### config.mk
export PLATFORM = sky130hd
export DESIGN_NAME = eth_tx_arb
export DESIGN_NICKNAME = d
export VERILOG_FILES = /design/src/rtl/eth_tx_arb_pkg.sv /design/src/rtl/eth_tx_arb_rr_pick.sv /design/src/rtl/eth_tx_arb.sv
export SDC_FILE = /design/constraint.sdc
export NUM_CORES = 1
export LEC_CHECK = 0
export ABC_AREA = 0
export BUFFER_PORTS_ARGS = -buffer_cell sky130_fd_sc_hd__buf_2
export CORE_MARGIN = 2
export CORE_UTILIZATION = 35
export DETAILED_ROUTE_END_ITERATION = 6
export PLACE_DENSITY_LB_ADDON = 0.12
export SYNTH_ARGS = -nofsm -noshare
export SYNTH_HDL_FRONTEND = slang
export SYNTH_SLANG_ARGS = --single-unit
### constraint.sdc
create_clock -name clk_mac -period 2.4 [get_ports clk_mac]
set_clock_uncertainty 0.1 [all_clocks]
set_input_delay 0 -clock clk_mac [delete_from_list [all_inputs] [get_ports clk_mac]]
set_output_delay 0 -clock clk_mac [all_outputs]
set_load 0.005 [all_outputs]
### src/rtl/eth_tx_arb_pkg.sv
// Shared types and helpers for the frame-level eth_tx arbiter.
// Holds the arbiter state encoding, the counter width default and a popcount helper.
package eth_tx_arb_pkg;

    typedef enum logic [0:0] {
        ARB_IDLE = 1'b0,
        ARB_LOCK = 1'b1
    } arb_state_e;

    localparam int DEF_CNT_W = 16;
    localparam int MAX_REQ   = 8;

    function automatic logic [3:0] popcount8(input logic [7:0] v);
        logic [3:0] n;
        n = 4'd0;
        for (int i = 0; i < 8; i++) begin
            n = n + {3'b000, v[i]};
        end
        return n;
    endfunction

endpackage

### src/rtl/eth_tx_arb_rr_pick.sv
// Combinational round-robin picker: first set request strictly after ptr, with wrap.
module eth_rr_pick
    import eth_tx_arb_pkg::*;
#(
    parameter int N_REQ = 2
) (
    input  logic [N_REQ-1:0] req,
    input  logic [2:0]       ptr,
    output logic             any,
    output logic [2:0]       idx
);

    logic [MAX_REQ-1:0] req_s;
    logic [2:0]         cand_s;

    assign req_s = MAX_REQ'(req);

    // Scan furthest candidate first so the nearest one after ptr wins last.
    always_comb begin
        any    = 1'b0;
        idx    = 3'd0;
        cand_s = 3'd0;
        for (int k = N_REQ; k >= 1; k--) begin
            cand_s = 3'((int'(ptr) + k) % N_REQ);
            any    = any | req_s[cand_s];
            idx    = req_s[cand_s] ? cand_s : idx;
        end
    end

endmodule

### src/rtl/eth_tx_arb.sv
// Frame-level round-robin arbiter sharing the eth_tx byte stream among N_REQ sources.
// One source is locked from its SOF beat to frame end; stray idle beats are flushed and counted.
module eth_tx_arb
    import eth_tx_arb_pkg::*;
#(
    parameter int N_REQ = 2,
    parameter int CNT_W = DEF_CNT_W
) (
    input  logic               clk_mac,
    input  logic               rst,
    input  logic [N_REQ-1:0]   req_en,
    input  logic [N_REQ-1:0]   req_vld,
    input  logic [8*N_REQ-1:0] req_dat,
    input  logic [N_REQ-1:0]   req_sof,
    input  logic [N_REQ-1:0]   req_eof,
    input  logic [N_REQ-1:0]   req_err,
    output logic [N_REQ-1:0]   req_ack,
    output logic               tx_vld,
    output logic [7:0]         tx_dat,
    output logic               tx_sof,
    output logic               tx_eof,
    output logic               tx_err,
    input  logic               tx_ack,
    output logic               grant_vld,
    output logic [2:0]         grant_idx,
    output logic [CNT_W-1:0]   frame_cnt,
    output logic [CNT_W-1:0]   abort_cnt,
    output logic [CNT_W-1:0]   drop_cnt
);

    localparam int SUM_W = CNT_W + 1;

    arb_state_e         state_r;
    arb_state_e         state_nxt_s;
    logic [2:0]         grant_idx_r;
    logic [2:0]         rr_ptr_r;
    logic [CNT_W-1:0]   frame_cnt_r;
    logic [CNT_W-1:0]   abort_cnt_r;
    logic [CNT_W-1:0]   drop_cnt_r;
    logic [MAX_REQ-1:0] vld8_s;
    logic [MAX_REQ-1:0] sof8_s;
    logic [MAX_REQ-1:0] eof8_s;
    logic [MAX_REQ-1:0] err8_s;
    logic [MAX_REQ-1:0] ack8_s;
    logic [MAX_REQ-1:0] stray8_s;
    logic [7:0]         dat8_s [MAX_REQ];
    logic [N_REQ-1:0]   cand_s;
    logic               pick_any_s;
    logic [2:0]         pick_idx_s;
    logic               release_s;
    logic               frame_end_s;

    function automatic logic [CNT_W-1:0] sat_add(input logic [CNT_W-1:0] cnt,
                                                 input logic [3:0]       inc);
        logic [CNT_W:0] sum;
        sum = {1'b0, cnt} + SUM_W'(inc);
        return sum[CNT_W] ? {CNT_W{1'b1}} : sum[CNT_W-1:0];
    endfunction

    // Widen per-source vectors to the 8-source maximum so a 3-bit grant index never overruns.
    assign vld8_s = MAX_REQ'(req_vld);
    assign sof8_s = MAX_REQ'(req_sof);
    assign eof8_s = MAX_REQ'(req_eof);
    assign err8_s = MAX_REQ'(req_err);

    for (genvar i = 0; i < MAX_REQ; i++) begin : g_dat
        if (i < N_REQ) begin : g_real
            assign dat8_s[i] = req_dat[8*i +: 8];
        end else begin : g_pad
            assign dat8_s[i] = 8'h00;
        end
    end

    assign cand_s = req_vld & req_sof & req_en;

    eth_rr_pick #(.N_REQ(N_REQ)) u_pick (
        .req (cand_s),
        .ptr (rr_ptr_r),
        .any (pick_any_s),
        .idx (pick_idx_s)
    );

    assign release_s   = (state_r == ARB_LOCK) && tx_ack && (!tx_vld || tx_err || tx_eof);
    assign frame_end_s = release_s && tx_vld && tx_eof && !tx_err;

    // State register.
    always_ff @(posedge clk_mac or posedge rst) begin
        if (rst) begin
            state_r <= ARB_IDLE;
        end else begin
            state_r <= state_nxt_s;
        end
    end

    // Next-state logic: lock on a pick, return to idle on release.
    always_comb begin
        state_nxt_s = state_r;
        case (state_r)
            ARB_IDLE: begin
                if (pick_any_s) state_nxt_s = ARB_LOCK;
                else            state_nxt_s = ARB_IDLE;
            end
            ARB_LOCK: begin
                if (release_s) state_nxt_s = ARB_IDLE;
                else           state_nxt_s = ARB_LOCK;
            end
            default: state_nxt_s = ARB_IDLE;
        endcase
    end

    // Output mux and ack return; reset forces every strobe low immediately.
    always_comb begin
        tx_vld   = 1'b0;
        tx_dat   = 8'h00;
        tx_sof   = 1'b0;
        tx_eof   = 1'b0;
        tx_err   = 1'b0;
        ack8_s   = {MAX_REQ{1'b0}};
        stray8_s = {MAX_REQ{1'b0}};
        if (rst) begin
            ack8_s = {MAX_REQ{1'b0}};
        end else if (state_r == ARB_LOCK) begin
            tx_vld              = vld8_s[grant_idx_r];
            tx_dat              = dat8_s[grant_idx_r];
            tx_sof              = sof8_s[grant_idx_r];
            tx_eof              = eof8_s[grant_idx_r];
            tx_err              = err8_s[grant_idx_r];
            ack8_s[grant_idx_r] = tx_ack;
        end else begin
            stray8_s = MAX_REQ'(req_vld & ~req_sof & req_en);
            ack8_s   = stray8_s;
        end
    end

    // Grant index and round-robin pointer update at arbitration.
    always_ff @(posedge clk_mac or posedge rst) begin
        if (rst) begin
            grant_idx_r <= 3'd0;
            rr_ptr_r    <= 3'(N_REQ - 1);
        end else if (state_r == ARB_IDLE && pick_any_s) begin
            grant_idx_r <= pick_idx_s;
            rr_ptr_r    <= pick_idx_s;
        end
    end

    // Saturating statistics; a frame with both eof and err counts as an abort.
    always_ff @(posedge clk_mac or posedge rst) begin
        if (rst) begin
            frame_cnt_r <= {CNT_W{1'b0}};
            abort_cnt_r <= {CNT_W{1'b0}};
            drop_cnt_r  <= {CNT_W{1'b0}};
        end else begin
            if (frame_end_s) begin
                frame_cnt_r <= sat_add(frame_cnt_r, 4'd1);
            end
            if (release_s && !frame_end_s) begin
                abort_cnt_r <= sat_add(abort_cnt_r, 4'd1);
            end
            drop_cnt_r <= sat_add(drop_cnt_r, popcount8(stray8_s));
        end
    end

    assign req_ack   = ack8_s[N_REQ-1:0];
    assign grant_vld = (state_r == ARB_LOCK);
    assign grant_idx = grant_idx_r;
    assign frame_cnt = frame_cnt_r;
    assign abort_cnt = abort_cnt_r;
    assign drop_cnt  = drop_cnt_r;

endmodule

==> out/summary.txt <==
ANT nets after route: 0
Final setup fails: 0
First-pass GRT wire length: 12,700 um
Buffer and inverter count on the worst path: 0
Worst vdd ir: 0.282 mV
Vert. Die Dim: 96.3 um
Synth cell types: 55
Commonest cells after routing, fill and taps aside: 92 x buf_2, 50 x dfrtp_1, 30 x nand3_1, 28 x nand2_1, 25 x nor2_1
Ys flop type: dfrtp_1
Clock latency on the worst-skew pair: 0.30 ns
Post-CTS setup buffers: 0
Part of the power in registers: 44.8%
P_sw: 949 uW
Final Hold Fails: 0
Slew Viols, Final: 0
Largest net degree at the start of global routing: 44
Power Dens Cells: 679 nW/um2
Core ar.: 8260 um2
Fin nets: 453
FF/Latch Area: 1280 um2
Dpl cell area: 3640 um2
Total Wirelength: 7980 um
P&R area growth vs syn: 26.6%
Startpoint Class: flip-flop
Multi-input gate area: 1660 um2
Comb pwr share: 35.4%
Leakage: 0.00190 uW
Wirelength per Cell: 15.2 um
Outcome: finished, final reports clean
Via count: 2,849
Cell family with most CP delay: simple AND/OR/NAND/NOR gates
CP max stage delay: 0.52 ns
Crit path kind: reg2reg
Crit-path cells: or3b_4, a2111o_1, nor4_2, mux2_1
Via-per-instance ratio: 5.42
Initial antenna violation count: 0
CTS tree: yes
H-tree levels: 2
Die X: 96.3 um
Ys async rst share: 100%
Crit share post-route: 94.3%
Worst-path clk slew: 0.10 ns
Crit path arrival time: 2.35 ns
DR pass1 iterations: 4
Worst slew pin tran: 0.592 ns
CTS sink count: 51
Synth Register Bits: 51
Post-synthesis sequential area ratio: 42.8%
Max Freq: 442 MHz
DRT iter0 DRCs: 73
Synthesized area: 2980 um2
Mean Syn Cell Area: 9.35 um2
Post-synth EDFFs: 0
Vias in the first global route: 2,714
Max Buffers Root-to-Sink: 2
Post-route design area: 3780 um2
HP Class: in2reg
Internal power: 1620 uW
Initial Utilization: 36.1%
Fraction of layout cells with a size suffix above 1: 32.1%
Critical Path RT: 2.49 ns
Worst Path Max Fanout: 6
GPL Wtd Cong: 0.863
Yosys warns: 0
Slowest-stage cell, CP: a2111o_1
Tot Pwr: 2570 uW
Switch share: 37.0%
Inserted Diodes: 0
Clk network pwr share: 19.9%
WHS: 0.0255 ns
Filler Cell Count: 826
Io pins: 95
CTS root buffer: clkbuf_8
DIE AREA: 9280 um2
Final min period: 2.26 ns
Slew HR: 60.5%
Remaining global-route overflow: 0
DRC viols: 0
Maxcap violations: 0
Commonest non-fill, non-tap cell in the layout: buf_2
Num CTS Buffers: 5
Hpwl dp: 5980 um
Number of port buffers: 92
CP endpoint kind: flip-flop
Mapped Cells: 319
Rows: 33
Gr usage total: 17.2%
[synthesized netlist by cell type, types with 5 or more instances]
cell,n,area share (%)
a21oi_1,13,2.2
a31oi_1,7,1.5
and3_1,9,1.9
and4_1,7,2.1
clkbuf_1,10,1.3
dfrtp_1,50,42
inv_1,8,1.0
mux2_2,9,3.4
mux2i_1,13,4.4
nand2_1,28,3.5
nand3_1,30,5.0
nand4_1,13,2.7
nor2_1,25,3.1
nor3_1,8,1.3
nor4_1,6,1.3
o21ai_0,9,1.5
o31ai_1,5,1.3
or4_1,5,1.3
xnor2_1,5,1.5
[area by class of cell]
type	count	share of cell area, %
clock buffer	5	1.82
timing repair buffer	109	15.8
sequential	51	33.8
clock inverter	3	0.497
multi-input combinational	245	43.8
inverter	8	0.795
tap	105	3.48
[tightest hold or removal path, cell delays in order]
cell and delay, ns:
buf_2 0.10, nand3_1 0.12, o21ai_0 0.09, o31ai_1 0.07
[per-layer routing]
| metal | vias up | GRT usage (%) | part of all wire [%] |
|---|---|---|---|
| met4 | 0 | 4.23 | 0.89 |
| met5 | - | 0 | 0 |
| li1 | 1392 | - | - |
| met3 | 6 | 3.45 | 4.4 |
| met1 | 1378 | 22.5 | 46 |
| met2 | 73 | 29.3 | 49 |
[metrics by stage]
step / TNS, ns / cells / setup slack [ns] / util, %
after floorplan: 0 / 320 / 0.0203 / -
after global placement: 0 / 515 / 0.208 / 44.0
after detailed placement: 0 / 515 / 0.121 / 44.0
after CTS: 0 / 526 / 0.0765 / 45.5
after global routing: -0.00204 / 526 / -0.00204 / 45.8
final: 0 / 526 / 0.137 / 45.8
[power by group through the flow]
stage / clock (uW) / combinational, uW / sequential, uW
6_report: 510 / 907 / 1150
5_1_grt: 563 / 1010 / 1170
4_1_cts: 529 / 919 / 1140
3_5_place_dp: 0 / 909 / 1160
3_3_place_gp: 0 / 900 / 1150
2_1_floorplan: 0 / 538 / 1150
[path summary, 6_finish.rpt]
kind,start,end,slack [ns],depth (start not counted)
max,grant_idx[0],frame_cnt[15],0.14,4
min,req_en[0],rr_ptr_r[0],0.03,4
max reg2reg,grant_idx[0],frame_cnt[15],0.14,4
min reg2reg,rr_ptr_r[0],rr_ptr_r[0],0.43,2
max in group asynchronous,rst,frame_cnt[5],1.26,4
min in group asynchronous,rst,abort_cnt[12],0.14,3
[what timing repair did]
item / CTS / global route
resized for setup: 0 / 4
endpoints found under the hold margin: 9 / 0
endpoints found under the setup margin: 0 / 15
hold buffers: 3 / 0
[logic make-up (layout without fill, tap and decap cells)]
logic type / Yosys count / in the layout / share of synthesized area (%)
adder cells (fa/ha/maj): 4 / 4 / 1.93
other: 1 / 2 / 0.126
multiplexers: 23 / 23 / 8.13
AO/OA/AOI/OAI: 57 / 57 / 14.0
buffers and inverters: 24 / 125 / 3.56
flip-flops: 51 / 51 / 42.8
XOR/XNOR: 9 / 9 / 2.64
AND/OR/NAND/NOR: 150 / 150 / 26.8
[state kept, by name (all words and copies together) (netlist names)]
signal     count
grant_idx      1
grant_vld      1
drop_cnt      16
rr_ptr_r       1
frame_cnt     16
abort_cnt     16
(Power assumes the default switching activity.)
